==> src/rtl/ps2_pkg.sv <==
// Shared types, default timing constants and command bytes for the PS/2 host transmitter.
// The optional timeout supervision is enabled by defining PS2_TX_TIMEOUT_EN.
package ps2_pkg;

  typedef enum logic [2:0] {
    IDLE,
    INHIBIT,
    REQ,
    SHIFT,
    WAITIDLE,
    ERR
  } ps2_tx_state_e;

  // Defaults assume a 50 MHz system clock.
  localparam int PS2_INHIBIT_CYCLES_DEF       = 6000;
  localparam int PS2_START_TIMEOUT_CYCLES_DEF = 750000;
  localparam int PS2_XFER_TIMEOUT_CYCLES_DEF  = 100000;

  localparam int PS2_TMR_W    = 20;
  localparam int PS2_BITCNT_W = 4;

  localparam logic [7:0] PS2_CMD_SET_LEDS = 8'hED;
  localparam logic [7:0] PS2_CMD_RESET    = 8'hFF;
  localparam logic [7:0] PS2_CMD_ENABLE   = 8'hF4;

  function automatic logic odd_parity(input logic [7:0] d);
    return ~^d;
  endfunction

endpackage

==> src/rtl/ps2_line_sync.sv <==
// Two-flop synchronizer for one PS/2 pin plus a falling-edge detector on the
// synchronized level. Flops reset to 1 so a released bus never looks like an edge.
module ps2_line_sync (
  input  logic CLOCK_50,
  input  logic resetn,
  input  logic line_i,
  output logic sync_o,
  output logic fe_o
);

  logic meta_q;
  logic sync_q;
  logic prev_q;

  always_ff @(posedge CLOCK_50) begin
    if (!resetn) begin
      meta_q <= 1'b1;
      sync_q <= 1'b1;
      prev_q <= 1'b1;
    end else begin
      meta_q <= line_i;
      sync_q <= meta_q;
      prev_q <= sync_q;
    end
  end

  assign sync_o = sync_q;
  assign fe_o   = prev_q & ~sync_q;

endmodule

==> src/rtl/ps2_host_transmitter.sv <==
// Host-to-device PS/2 command transmitter driving open-drain enables for PS2_CLK/PS2_DAT.
// Define PS2_TX_TIMEOUT_EN to build the start and transfer timeout supervision.
module ps2_host_transmitter
  import ps2_pkg::*;
#(
  parameter int INHIBIT_CYCLES       = PS2_INHIBIT_CYCLES_DEF,
  parameter int START_TIMEOUT_CYCLES = PS2_START_TIMEOUT_CYCLES_DEF,
  parameter int XFER_TIMEOUT_CYCLES  = PS2_XFER_TIMEOUT_CYCLES_DEF
) (
  input  logic       CLOCK_50,
  input  logic       resetn,
  input  logic [7:0] cmd_data,
  input  logic       cmd_valid,
  output logic       cmd_ready,
  output logic       cmd_done,
  output logic       cmd_error,
  output logic       tx_busy,
  input  logic       ps2_clk_in,
  input  logic       ps2_dat_in,
  output logic       ps2_clk_oe,
  output logic       ps2_dat_oe
);

  localparam logic [31:0] INH_LIM = 32'(INHIBIT_CYCLES);

  ps2_tx_state_e           state_q, state_d;
  logic [PS2_BITCNT_W-1:0] bitcnt_q, bitcnt_d;
  logic [PS2_TMR_W-1:0]    cyc_q, cyc_d;
  logic [7:0]              data_q, data_d;
  logic                    parity_q, parity_d;
  logic                    clk_oe_q, clk_oe_d;
  logic                    dat_oe_q, dat_oe_d;
  logic                    done_c, err_c;
  logic [31:0]             cyc_inc;

  logic clk_sync, clk_fe;
  logic dat_sync, dat_fe_unused;

  ps2_line_sync u_clk_sync (
    .CLOCK_50 (CLOCK_50),
    .resetn   (resetn),
    .line_i   (ps2_clk_in),
    .sync_o   (clk_sync),
    .fe_o     (clk_fe)
  );

  ps2_line_sync u_dat_sync (
    .CLOCK_50 (CLOCK_50),
    .resetn   (resetn),
    .line_i   (ps2_dat_in),
    .sync_o   (dat_sync),
    .fe_o     (dat_fe_unused)
  );

`ifdef PS2_TX_TIMEOUT_EN
  localparam logic [31:0] START_LIM = 32'(START_TIMEOUT_CYCLES);
  localparam logic [31:0] XFER_LIM  = 32'(XFER_TIMEOUT_CYCLES);
`else
  logic unused_tmo_cfg;
  assign unused_tmo_cfg = ^{32'(START_TIMEOUT_CYCLES), 32'(XFER_TIMEOUT_CYCLES)};
`endif

  // Cycles elapsed including the current one; a limit of 0 leaves after one cycle.
  assign cyc_inc = {{(32-PS2_TMR_W){1'b0}}, cyc_q} + 32'd1;

  always_comb begin
    state_d  = state_q;
    bitcnt_d = bitcnt_q;
    cyc_d    = cyc_q;
    data_d   = data_q;
    parity_d = parity_q;
    clk_oe_d = 1'b0;
    dat_oe_d = 1'b0;
    done_c   = 1'b0;
    err_c    = 1'b0;

    case (state_q)
      IDLE: begin
        if (cmd_valid) begin
          data_d   = cmd_data;
          parity_d = odd_parity(cmd_data);
          cyc_d    = '0;
          bitcnt_d = '0;
          state_d  = INHIBIT;
        end
      end
      INHIBIT: begin
        if (cyc_inc >= INH_LIM) begin
          cyc_d   = '0;
          state_d = REQ;
        end else begin
          cyc_d = cyc_q + 1'b1;
        end
      end
      REQ: begin
        if (clk_fe) begin
          bitcnt_d = '0;
          cyc_d    = '0;
          state_d  = SHIFT;
        end
`ifdef PS2_TX_TIMEOUT_EN
        else if (cyc_inc >= START_LIM) begin
          state_d = ERR;
        end else begin
          cyc_d = cyc_q + 1'b1;
        end
`endif
      end
      SHIFT: begin
        // bitcnt 9 means the stop bit is on the wire; the next edge carries the ACK.
        if (clk_fe) begin
          if (bitcnt_q == 4'd9) begin
            state_d = dat_sync ? ERR : WAITIDLE;
          end else begin
            bitcnt_d = bitcnt_q + 1'b1;
          end
        end
      end
      WAITIDLE: begin
        if (clk_sync && dat_sync) begin
          done_c  = 1'b1;
          state_d = IDLE;
        end
      end
      ERR: begin
        err_c   = 1'b1;
        state_d = IDLE;
      end
      default: state_d = IDLE;
    endcase

`ifdef PS2_TX_TIMEOUT_EN
    if (state_q == SHIFT || state_q == WAITIDLE) begin
      if (cyc_inc >= XFER_LIM) begin
        done_c  = 1'b0;
        state_d = ERR;
      end else begin
        cyc_d = cyc_q + 1'b1;
      end
    end
`endif

    // Line enables are registered from the next state so IDLE never drives a pin.
    case (state_d)
      INHIBIT: clk_oe_d = 1'b1;
      REQ:     dat_oe_d = 1'b1;
      SHIFT: begin
        if (bitcnt_d < 4'd8) begin
          dat_oe_d = ~data_q[bitcnt_d[2:0]];
        end else if (bitcnt_d == 4'd8) begin
          dat_oe_d = ~parity_q;
        end
      end
      default: begin
        clk_oe_d = 1'b0;
        dat_oe_d = 1'b0;
      end
    endcase
  end

  always_ff @(posedge CLOCK_50) begin
    if (!resetn) begin
      state_q  <= IDLE;
      bitcnt_q <= '0;
      cyc_q    <= '0;
      clk_oe_q <= 1'b0;
      dat_oe_q <= 1'b0;
    end else begin
      state_q  <= state_d;
      bitcnt_q <= bitcnt_d;
      cyc_q    <= cyc_d;
      clk_oe_q <= clk_oe_d;
      dat_oe_q <= dat_oe_d;
    end
  end

  always_ff @(posedge CLOCK_50) begin
    data_q   <= data_d;
    parity_q <= parity_d;
  end

  assign cmd_ready  = (state_q == IDLE);
  assign tx_busy    = (state_q != IDLE);
  assign cmd_done   = done_c & resetn;
  assign cmd_error  = err_c & resetn;
  assign ps2_clk_oe = clk_oe_q;
  assign ps2_dat_oe = dat_oe_q;

endmodule

==> config.mk <==
export PLATFORM = sky130hd
export DESIGN_NAME = ps2_host_transmitter
export DESIGN_NICKNAME = d
export VERILOG_FILES = /design/src/rtl/ps2_pkg.sv /design/src/rtl/ps2_line_sync.sv /design/src/rtl/ps2_host_transmitter.sv
export SDC_FILE = /design/constraint.sdc
export NUM_CORES = 1
export LEC_CHECK = 0
export ABC_AREA = 1
export CAP_MARGIN = 25
export CORE_MARGIN = 2
export CORE_UTILIZATION = 40
export CTS_BUF_LIST = sky130_fd_sc_hd__clkbuf_4 sky130_fd_sc_hd__clkbuf_8 sky130_fd_sc_hd__clkbuf_16
export CTS_CLUSTER_DIAMETER = 100
export DETAILED_ROUTE_END_ITERATION = 12
export DONT_BUFFER_PORTS = 1
export HOLD_SLACK_MARGIN = 0.02
export PLACE_DENSITY = 0.64
export SYNTH_ARGS = -nofsm -noshare
export SYNTH_HDL_FRONTEND = slang
export SYNTH_SLANG_ARGS = --single-unit
==> constraint.sdc <==
create_clock -name CLOCK_50 -period 2.3 [get_ports CLOCK_50]
set_input_delay 0.46 -clock CLOCK_50 [delete_from_list [all_inputs] [get_ports CLOCK_50]]
set_output_delay 0.46 -clock CLOCK_50 [all_outputs]
set_load 0.05 [all_outputs]
==> metrics.txt, run 1 <==
status=finished, final reports clean; slowest CP cell=dfxtp_1; Setup TNS=0 ns; vias in the first global route=2051; grt total ovfl=0; Placer Congestion=0.878; post-placement cell count=425; Finished Cell Area=2740 um2; Ports=19; switching fraction of total power=0.260; Die Ht=82.9 um; Rows=28; largest net degree at the start of global routing=19; combinational share of power=0.119; P per Cell Area=594 nW/um2; Worst path most repeated cell=nand3_1; max_cap viols=0; Worst Max-Slew Pin Slew=0.529 ns; Post-synth EDFFs=9; worst-skew pair later-pin latency=0.31 ns; start of the worst register-to-register path=cyc_q[1]$_SDFFE_PN0P_; WS Path Type=flip-flop to flip-flop; CP Data Required Time=2.52 ns; Int Pwr=1.20 mW; Die W=82.9 um; Die ar.=6880 um2; Wirelength per Cell=11.9 um; Peak VDD IR=250 uV; Critical path origin=cyc_q[1]$_SDFFE_PN0P_; final total power=1.63 mW; sw power=0.423 mW; mean number of vias per cell=4.93; Post-layout nets=373; endpoint arrival time on the critical path=2.25 ns; Syn Nets=363; RSZ-0062 raised after global routing=false; Mapped Cells=347; synth top area cells=dfxtp_1 (27%), nand2_1 (12%), edfxtp_1 (11%); slowest cell delay on critical path=0.37 ns; routed via count=2133; P_leak=1.10 nW; Port Buf Inserts=0; post-synth top area share=0.273; FILL cells=610; drt drc=0; sequential-to-total area share from yosys stat=0.382; first-pass GRT wire length=9180 um; antenna-violating nets left=0; initial core utilization=0.418; WL final=5150 um; dpl hpwl=3910 um; CTS tree=done; CTS root buffer=clkbuf_8; GRT Overall Usage=0.162; cts bufs inserted=5; Antenna Cells=0; hold buffers post-CTS=0; CP max FO=13; sequential power share=0.512; max_slew headroom=0.647; YS warnings=0; Post-Syn Area=2490 um2; post-synthesis async set-or-reset flop share=0; DRT Pass-1 Iters=4; critical-path cell list=ha_2 -> nand3_1 -> nor2_4 -> nand3_1 -> nand2_1 -> nand2_1 -> nor2_1 -> nand3_1 -> nor2_2 -> nand3_2 -> nand2_2 -> nand2_8 -> nor3_1; worst min path class=primary input to flip-flop; top_reg_cell synth=dfxtp_1; critical path startpoint category=flip-flop; Post-DP Area=2610 um2; Worst setup EP type=flip-flop; Yosys top cell by area=dfxtp_1; Starting DRT DRC Count=162; Seq cells post-synth=43; core area=5960 um2; antenna violations before repair=0; layout cells sized above 1=0.162; Clock Path Buffers=2; Worst Clk Skew=0.0151 ns; clock group share of total power=0.369; hold path startpoint=resetn; Netlist cell types=31; Max Slew Vio Count=0; Clock Sinks=43; fin cells=433; R2R Setup Slk=0.27 ns; final number of setup-violating endpoints=0; CTS clk-pin slew, worst paths=0.10 ns; Final min period=2.03 ns; final worst slack=0.268 ns; Area Growth Syn to Fin=9.99%; Final Cycle Share=0.883; Hold Vio Cnt, Final=0; commonest cells in the netlist=nand2_1 (81), nor2_1 (55), inv_1 (36); DP Worst Slack=0.201 ns; FMAX=492 MHz; Mean Syn Cell Area=7.18 um2; top-count cell post-synth=nand2_1; CTS H-tree depth=2
[per-layer routing]
layer	up-vias	GRT usage	routed length, um
li1	1119	-	-
met4	0	0.0730	93
met3	7	0.0308	172
met5	-	0	0
met1	966	0.222	2640
met2	41	0.247	2240
[worst paths after layout]
check | endpoint | cells after the start
worst max-delay path | cyc_q[1]$_SDFFE_PN0P_ | 13
worst min-delay path | bitcnt_q[3]$_SDFF_PN0_ | 2
worst min register to register | u_clk_sync.sync_o$_SDFF_PN1_ | 1
worst max register to register | cyc_q[1]$_SDFFE_PN0P_ | 13
[kinds of logic (layout without fill, tap and decap cells)]
logic type | after synthesis | in the layout | share of synthesized area
simple gates | 218 | 218 | 0.412
buf+inv | 44 | 55 | 0.0838
flops | 43 | 43 | 0.382
compound gates | 22 | 22 | 0.0477
xor+xnor | 17 | 17 | 0.0597
fa+ha+maj | 3 | 3 | 0.0151
[power groups by stage]
stage	Clock, mW	Combinational, mW	Sequential, mW
2_1_floorplan	0	0.163	0.845
3_3_place_gp	0	0.191	0.850
3_5_place_dp	0	0.192	0.851
4_1_cts	0.621	0.192	0.834
5_1_grt	0.638	0.218	0.839
6_report	0.600	0.193	0.834
[flip-flops by register name, summed over array words and instances (netlist names), 3 cells and up]
register,cells
state_q,3
bitcnt_q,4
cyc_q,20
data_q,8
[final cells by class]
class	instances	area, um2	share of cell area
Clock buffer	5	68.8	0.0251
Clock inverter	3	43.8	0.0160
Inverter	40	176	0.0644
Multi-Input combinational cell	260	1350	0.494
Sequential cell	43	952	0.347
Tap cell	75	93.8	0.0342
Timing Repair Buffer	7	52.6	0.0192
[critical path, delay by kind of cell (launching register included)]
kind	cells	cell delay [ns]
simple gates	12	1.36
flops	1	0.37
fa+ha+maj	1	0.23
[per-stage QoR]
stage | hold WS, ns | util
after detailed placement | 0.403 | 0.438
after CTS | 0.241 | 0.457
after global routing | 0.237 | 0.460
final | 0.248 | 0.460
after global placement | 0.404 | 0.438
after floorplan | 0.393 | -
[layout by cell type (no fill, tap or decap), types with 3 or more instances in the layout]
cell type  instances
a21oi_1            6
dfxtp_1           33
or2_2              6
o21ai_1            4
o21ai_0            9
nor2_1            53
xnor2_1           11
inv_2              3
clkbuf_8           5
nor2_4             3
nand2_2            9
nor3_4             3
nor3_1            14
xor2_1             6
nand3_1           26
edfxtp_1           9
buf_4              7
nor2_2            12
nand2_1           81
nand4_1            7
inv_1             36
[repair_timing]
item / in CTS / in global routing
setup buffers: 0 / 0
setup endpoints to repair: 0 / 15
resized for setup: 0 / 4
No activity file was read; power rests on OpenSTA's default activity.
==> run 2, diff against run 1 <==
- CAP_MARGIN: 25 -> not set
- CTS_CLUSTER_SIZE: not set -> 10
==> results of run 2 <==
No change in the layout: final DEF, timing and power equal those of run 1.
==> run 3, diff against run 2 <==
- CAP_MARGIN: not set -> 5
==> results of run 3 <==
No change in the layout: final DEF, timing and power equal those of run 1.
